`config.mk`:
```
export PLATFORM = sky130hd
export DESIGN_NAME = uart_tx_fifo
export DESIGN_NICKNAME = d
export VERILOG_FILES = /design/src/rtl/uart_pkg.sv /design/src/rtl/uart_sync_fifo.sv /design/src/rtl/uart_tx_fifo.sv
export SDC_FILE = /design/constraint.sdc
export NUM_CORES = 1
export LEC_CHECK = 0
export BUFFER_PORTS_ARGS = -buffer_cell sky130_fd_sc_hd__buf_2
export CORE_ASPECT_RATIO = 0.5
export CORE_MARGIN = 3
export CORE_UTILIZATION = 25
export CTS_CLUSTER_DIAMETER = 50
export DETAILED_ROUTE_END_ITERATION = 12
export GPL_ROUTABILITY_DRIVEN = 0
export GPL_TIMING_DRIVEN = 0
export PLACE_DENSITY_LB_ADDON = 0.25
export SYNTH_ARGS = -nofsm -noshare
export SYNTH_HDL_FRONTEND = slang
export SYNTH_SLANG_ARGS = --single-unit
```
`constraint.sdc`:
```
create_clock -name clk -period 10 [get_ports clk]
set_input_delay 2 -clock clk [delete_from_list [all_inputs] [get_ports clk]]
set_output_delay 2 -clock clk [all_outputs]
set_load 0.02 [all_outputs]
```
`src/rtl/uart_pkg.sv`:
```
// Shared FSM state type, parity-mode encoding and bit-timing/parity helpers
// for the FIFO-fed UART transmitter.
package uart_pkg;

  typedef enum logic [2:0] {
    IDLE  = 3'd0,
    START = 3'd1,
    DATA  = 3'd2,
    PAR   = 3'd3,
    STOP  = 3'd4
  } uart_state_e;

  localparam int PARITY_NONE = 0;
  localparam int PARITY_ODD  = 1;
  localparam int PARITY_EVEN = 2;

  function automatic int clks_per_bit(input int clk_freq, input int baud_rate);
    return clk_freq / baud_rate;
  endfunction

  // Payload is zero-extended to 9 bits; the padding does not change the XOR.
  function automatic logic parity_bit(input logic [8:0] data, input int mode);
    logic p;
    p = ^data;
    if (mode == PARITY_ODD) begin
      return ~p;
    end else begin
      return p;
    end
  endfunction

endpackage

```
`src/rtl/uart_sync_fifo.sv`:
```
// Single-clock FIFO with occupancy count; pushes are refused when full and
// pops are ignored when empty.
module uart_sync_fifo #(
  parameter int WIDTH = 8,
  parameter int DEPTH = 16
) (
  input  logic                       clk,
  input  logic                       rst,
  input  logic                       push_i,
  input  logic [WIDTH-1:0]           push_data_i,
  input  logic                       pop_i,
  output logic [WIDTH-1:0]           pop_data_o,
  output logic [$clog2(DEPTH):0]     count_o,
  output logic                       full_o,
  output logic                       empty_o
);

  localparam int AW = $clog2(DEPTH);

  logic [WIDTH-1:0] mem_q [DEPTH];
  logic [AW-1:0]    wr_ptr_q;
  logic [AW-1:0]    rd_ptr_q;
  logic [AW:0]      count_q;
  logic             push_s;
  logic             pop_s;

  assign full_o     = (count_q == (AW+1)'(DEPTH));
  assign empty_o    = (count_q == (AW+1)'(0));
  assign push_s     = push_i && !full_o;
  assign pop_s      = pop_i && !empty_o;
  assign pop_data_o = mem_q[rd_ptr_q];
  assign count_o    = count_q;

  // Storage is not reset: pointers and count alone define which entries are live.
  always_ff @(posedge clk) begin
    if (push_s) begin
      mem_q[wr_ptr_q] <= push_data_i;
    end
  end

  // Pointers wrap naturally because DEPTH is a power of two.
  always_ff @(posedge clk or posedge rst) begin
    if (rst) begin
      wr_ptr_q <= AW'(0);
      rd_ptr_q <= AW'(0);
      count_q  <= (AW+1)'(0);
    end else begin
      if (push_s) begin
        wr_ptr_q <= wr_ptr_q + AW'(1);
      end
      if (pop_s) begin
        rd_ptr_q <= rd_ptr_q + AW'(1);
      end
      case ({push_s, pop_s})
        2'b10:   count_q <= count_q + (AW+1)'(1);
        2'b01:   count_q <= count_q - (AW+1)'(1);
        default: count_q <= count_q;
      endcase
    end
  end

endmodule

```
`src/rtl/uart_tx_fifo.sv`:
```
// UART transmitter fed by a word FIFO: start bit, LSB-first payload, optional
// parity and one or two stop bits, with back-to-back frames while words remain.
module uart_tx_fifo
  import uart_pkg::*;
#(
  parameter int CLK_FREQ   = 50_000_000,
  parameter int BAUD_RATE  = 115200,
  parameter int DATA_BITS  = 8,
  parameter int PARITY     = 0,
  parameter int STOP_BITS  = 1,
  parameter int FIFO_DEPTH = 16
) (
  input  logic                          clk,
  input  logic                          rst,
  input  logic                          tx_valid,
  input  logic [DATA_BITS-1:0]          tx_data,
  output logic                          tx_ready,
  output logic                          tx_serial,
  output logic                          tx_busy,
  output logic [$clog2(FIFO_DEPTH):0]   fifo_count,
  output logic                          fifo_empty
);

  localparam int CPB   = clks_per_bit(CLK_FREQ, BAUD_RATE);
  localparam int CNT_W = (CPB > 1) ? $clog2(CPB) : 1;

  if (DATA_BITS < 5 || DATA_BITS > 9) begin : g_bad_data_bits
    $error("uart_tx_fifo: DATA_BITS must be in 5..9");
  end
  if (PARITY < 0 || PARITY > 2) begin : g_bad_parity
    $error("uart_tx_fifo: PARITY must be 0, 1 or 2");
  end
  if (STOP_BITS < 1 || STOP_BITS > 2) begin : g_bad_stop_bits
    $error("uart_tx_fifo: STOP_BITS must be 1 or 2");
  end
  if (FIFO_DEPTH < 2 || (FIFO_DEPTH & (FIFO_DEPTH - 1)) != 0) begin : g_bad_depth
    $error("uart_tx_fifo: FIFO_DEPTH must be a power of two, at least 2");
  end
  if (CPB < 2) begin : g_bad_cpb
    $error("uart_tx_fifo: CLK_FREQ/BAUD_RATE must be at least 2");
  end

  uart_state_e            state_q;
  logic [CNT_W-1:0]       baud_cnt_q;
  logic [3:0]             bit_cnt_q;
  logic [DATA_BITS-1:0]   shift_q;
  logic                   par_q;
  logic                   tx_serial_q;
  logic                   tx_busy_q;

  logic                   fifo_full_s;
  logic                   fifo_empty_s;
  logic [DATA_BITS-1:0]   fifo_rd_data_s;
  logic                   bit_end_s;
  logic                   last_stop_s;
  logic                   pop_s;

  uart_sync_fifo #(
    .WIDTH (DATA_BITS),
    .DEPTH (FIFO_DEPTH)
  ) u_fifo (
    .clk         (clk),
    .rst         (rst),
    .push_i      (tx_valid),
    .push_data_i (tx_data),
    .pop_i       (pop_s),
    .pop_data_o  (fifo_rd_data_s),
    .count_o     (fifo_count),
    .full_o      (fifo_full_s),
    .empty_o     (fifo_empty_s)
  );

  assign tx_ready   = !fifo_full_s;
  assign fifo_empty = fifo_empty_s;
  assign tx_serial  = tx_serial_q;
  assign tx_busy    = tx_busy_q;

  assign bit_end_s   = (baud_cnt_q == CNT_W'(CPB - 1));
  assign last_stop_s = (state_q == STOP) && bit_end_s && (bit_cnt_q == 4'(STOP_BITS - 1));
  // A word is taken from an idle line, or at the end of the final stop bit for zero-gap chaining.
  assign pop_s       = !fifo_empty_s && ((state_q == IDLE) || last_stop_s);

  // Frame sequencer; the line and busy flag are registered alongside the state.
  always_ff @(posedge clk or posedge rst) begin
    if (rst) begin
      state_q     <= IDLE;
      baud_cnt_q  <= CNT_W'(0);
      bit_cnt_q   <= 4'd0;
      shift_q     <= '0;
      par_q       <= 1'b0;
      tx_serial_q <= 1'b1;
      tx_busy_q   <= 1'b0;
    end else if (pop_s) begin
      state_q     <= START;
      baud_cnt_q  <= CNT_W'(0);
      bit_cnt_q   <= 4'd0;
      shift_q     <= fifo_rd_data_s;
      par_q       <= parity_bit(9'(fifo_rd_data_s), PARITY);
      tx_serial_q <= 1'b0;
      tx_busy_q   <= 1'b1;
    end else begin
      case (state_q)
        IDLE: begin
          baud_cnt_q  <= CNT_W'(0);
          bit_cnt_q   <= 4'd0;
          tx_serial_q <= 1'b1;
          tx_busy_q   <= 1'b0;
        end
        START: begin
          if (bit_end_s) begin
            baud_cnt_q  <= CNT_W'(0);
            bit_cnt_q   <= 4'd0;
            state_q     <= DATA;
            tx_serial_q <= shift_q[0];
            shift_q     <= {1'b0, shift_q[DATA_BITS-1:1]};
          end else begin
            baud_cnt_q <= baud_cnt_q + CNT_W'(1);
          end
        end
        DATA: begin
          if (bit_end_s) begin
            baud_cnt_q <= CNT_W'(0);
            if (bit_cnt_q == 4'(DATA_BITS - 1)) begin
              bit_cnt_q <= 4'd0;
              if (PARITY != PARITY_NONE) begin
                state_q     <= PAR;
                tx_serial_q <= par_q;
              end else begin
                state_q     <= STOP;
                tx_serial_q <= 1'b1;
              end
            end else begin
              bit_cnt_q   <= bit_cnt_q + 4'd1;
              tx_serial_q <= shift_q[0];
              shift_q     <= {1'b0, shift_q[DATA_BITS-1:1]};
            end
          end else begin
            baud_cnt_q <= baud_cnt_q + CNT_W'(1);
          end
        end
        PAR: begin
          if (bit_end_s) begin
            baud_cnt_q  <= CNT_W'(0);
            bit_cnt_q   <= 4'd0;
            state_q     <= STOP;
            tx_serial_q <= 1'b1;
          end else begin
            baud_cnt_q <= baud_cnt_q + CNT_W'(1);
          end
        end
        STOP: begin
          if (bit_end_s) begin
            baud_cnt_q <= CNT_W'(0);
            if (bit_cnt_q == 4'(STOP_BITS - 1)) begin
              bit_cnt_q   <= 4'd0;
              state_q     <= IDLE;
              tx_serial_q <= 1'b1;
              tx_busy_q   <= 1'b0;
            end else begin
              bit_cnt_q <= bit_cnt_q + 4'd1;
            end
          end else begin
            baud_cnt_q <= baud_cnt_q + CNT_W'(1);
          end
        end
        default: begin
          state_q     <= IDLE;
          baud_cnt_q  <= CNT_W'(0);
          bit_cnt_q   <= 4'd0;
          tx_serial_q <= 1'b1;
          tx_busy_q   <= 1'b0;
        end
      endcase
    end
  end

endmodule

```
==> run metrics <==
critical path's largest stage delay 0.64 ns; RSZ-0062 raised after global routing false; Crit path required time 10.31 ns; Clock Latency Late Sink 0.42 ns; Crit. path cell count 13; clock sinks 167; Fmax 238.1 MHz; R2R cell count 13; most common cell in the netlist edfxtp_1; Int Power 1.236 mW; most used cell, CP ha_1; Area Growth Syn to Fin 16.38%; Mapped Area 7022 um2; Detail Placement HPWL 9304 um; largest fanout on the critical path 11; Final Hold Vio Count 0; clock share of power 0.380; clock root buffer clkbuf_16; Netlist cell types 45; Arr. time, crit path 4.51 ns; Starting Density 0.2600; post-synth top area share 0.5474; GRT overflow 0; Worst Setup Slack, final 5.799 ns; Avg Cell Area, Syn 16.68 um2; crit path max-delay cell type nor4_4; Placeable Area 27010 um2; Mapped Cells 421; via count 3594; nets@finish 483; endpoints failing setup 0; initial antenna violation count 1; Vias/cell 4.248; initial detailed-routing violation count 222; fillcell total 2703; final wirelength 14510 um; Remaining DRCs 0; Slew headroom 0.2994; drt pass-1 iters 4; sequential share of power 0.503; status finished, final reports clean; Clock Skew 0.008330 ns; TritonCTS clock tree yes; max-slew violation count 0; Detail Route Antenna Nets 0; pin count of the biggest net entering global routing 40; die extent in y 124.5 um; Max IR drop VDD 112.5 uV; area leader, netlist edfxtp_1; H-tree depth 4; prevailing post-synth register cell edfxtp_1; TNS Setup 0 ns; Setup Fix Bufs, Post-CTS 0; Switching Share 0.2688; max cap viols 0; area of the multi-input gates 2102 um2; cell row count 42; Top delay family on crit path simple AND/OR/NAND/NOR gates; vias in the first global route 3786; CP startpoint kind register; worst min path class reg2reg; switching pwr 0.4544 mW; number of buffer and inverter stages on the critical path 2; Comb power frac 0.118; Inserted Diodes 0; fin util 0.3025; leakage power 2.730 nW; Post-Syn Nets 445; GRT Total Usage 0.1011; die area 30260 um2; layout cell share with drive strength beyond 1 0.2267; register bit count reported by yosys 167; clk buf depth 2; Min-Delay Path Depth 1; Critical Path End Type register; fin crit share 0.4201; IO Pins 20; Reg clk slew, reported paths 0.07 ns; register area 4821 um2; EDFF count, synth 128; post-layout min period 4.201 ns; transition time at the pin with the least slew margin 1.047 ns; Pwr Density 206.9 nW/um2; Num CTS Buffers 17; Async SR Flop Fraction 0.2335; dpl ws 5.502 ns; detail-routed net length per standard cell 17.15 um; Area contributors post-synth edfxtp_1 55%, dfrtp_1 14%, mux4_2 10%; Yosys warnings 0; register area share after synthesis 0.6866; input/output buffers 19; WS Path Type reg2reg; Post-synth top cells 128 x edfxtp_1, 38 x dfrtp_1, 32 x mux4_2, 32 x nor2_1; # resized after CTS 0; smallest hold slack 0.4889 ns; critical path cell sequence or4b_1 -> buf_2 -> o31a_1 -> nor4_4 -> buf_6 -> ha_1 -> xor2_1 -> ha_1 -> o21ai_0 -> a221oi_1 -> nor3_1 -> or3b_2 -> xnor2_1; Die X 243.0 um; cts hold-fix bufs 0; first-pass GRT wire length 22760 um
flip-flops by register name, summed over array words and instances (netlist names):
signal and count:
u_fifo.rd_ptr_q 4, u_fifo.count_o 5, u_fifo.mem_q 128, shift_q 8, state_q 3, bit_cnt_q 4
baud_cnt_q 9, tx_busy 1, u_fifo.wr_ptr_q 4, tx_serial 1
worst paths after layout:
path	from	end	slack (ns)
setup / recovery	baud_cnt_q[3]$_DFF_PP0_	u_fifo.count_o[4]$_DFFE_PP0P_	5.80
hold / removal	baud_cnt_q[0]$_DFF_PP0_	baud_cnt_q[0]$_DFF_PP0_	0.49
setup reg to reg	baud_cnt_q[3]$_DFF_PP0_	u_fifo.count_o[4]$_DFFE_PP0P_	5.80
hold reg to reg	baud_cnt_q[0]$_DFF_PP0_	baud_cnt_q[0]$_DFF_PP0_	0.49
max in group asynchronous	rst	u_fifo.rd_ptr_q[2]$_DFFE_PP0P_	7.70
min in group asynchronous	rst	u_fifo.rd_ptr_q[0]$_DFFE_PP0P_	1.75
power groups by stage:
stage,Combinational (mW),Sequential [mW],Clock (mW)
after CTS,0.203,0.851,0.659
after global placement,0.198,0.864,0
after floorplan,0.120,0.869,0
after detailed placement,0.203,0.865,0
final,0.199,0.850,0.642
after global routing,0.223,0.857,0.691
final cells by class:
type                            count  share of cell area
Timing Repair Buffer               19             0.01164
Multi-Input combinational cell    225              0.2572
Sequential cell                   167              0.5900
Buffer                             18            0.009493
Clock buffer                       17             0.05206
Tap cell                          374             0.05727
Inverter                           11            0.005053
Clock inverter                     15             0.01730
worst register-to-register path, cell delays in order, from the launching register on:
cell and delay (ns):
dfrtp_1 0.42, or4b_1 0.54, buf_2 0.17, o31a_1 0.33, nor4_4 0.64, buf_6 0.27, ha_1 0.24, xor2_1 0.17
ha_1 0.20, o21ai_0 0.08, a221oi_1 0.35, nor3_1 0.08, or3b_2 0.47, xnor2_1 0.13
metrics by stage:
stage | cells | instance area (um2) | power [mW]
6_report | 846 | 8172 | 1.691
5_1_grt | 846 | 8172 | 1.771
4_1_cts | 846 | 8172 | 1.713
3_5_place_dp | 814 | 7605 | 1.068
3_3_place_gp | 814 | 7585 | 1.061
2_1_floorplan | 421 | 7022 | 0.9889
cells in the final DEF (no fill, tap or decap), types with 3 or more instances in the layout:
cell,n
nor2b_1,9
o21ai_0,12
mux4_2,32
nor3_2,4
buf_1,5
nand2_1,19
inv_1,10
mux2i_1,19
xnor2_1,12
a21oi_1,8
inv_6,4
clkbuf_1,10
nor3b_1,3
inv_8,3
nand2b_1,3
a21o_1,4
edfxtp_1,128
clkbuf_16,17
buf_2,21
nand3_1,8
nand4_1,3
a22oi_1,4
nor2_1,32
dfrtp_1,38
xor2_1,4
mux2_2,10
ha_1,13
cells by family after synthesis:
logic type	share of synthesized area
adder cells (fa/ha/maj)	0.02317
multiplexers	0.1458
flip-flops	0.6866
buffers and inverters	0.01693
XOR/XNOR	0.02227
AND/OR/NAND/NOR	0.07235
AO/OA/AOI/OAI	0.03297
routing by layer:
layer / part of all wire / track usage / wire length [um] / vias to the layer above
met3: 0.043 / 0.02366 / 630 / 20
li1: - / - / - / 1689
met5: 0.00090 / 0 / 13 / -
met4: 0.015 / 0.03367 / 212 / 2
met2: 0.45 / 0.1563 / 6553 / 63
met1: 0.49 / 0.1401 / 7095 / 1820
(Power assumes the default switching activity.)
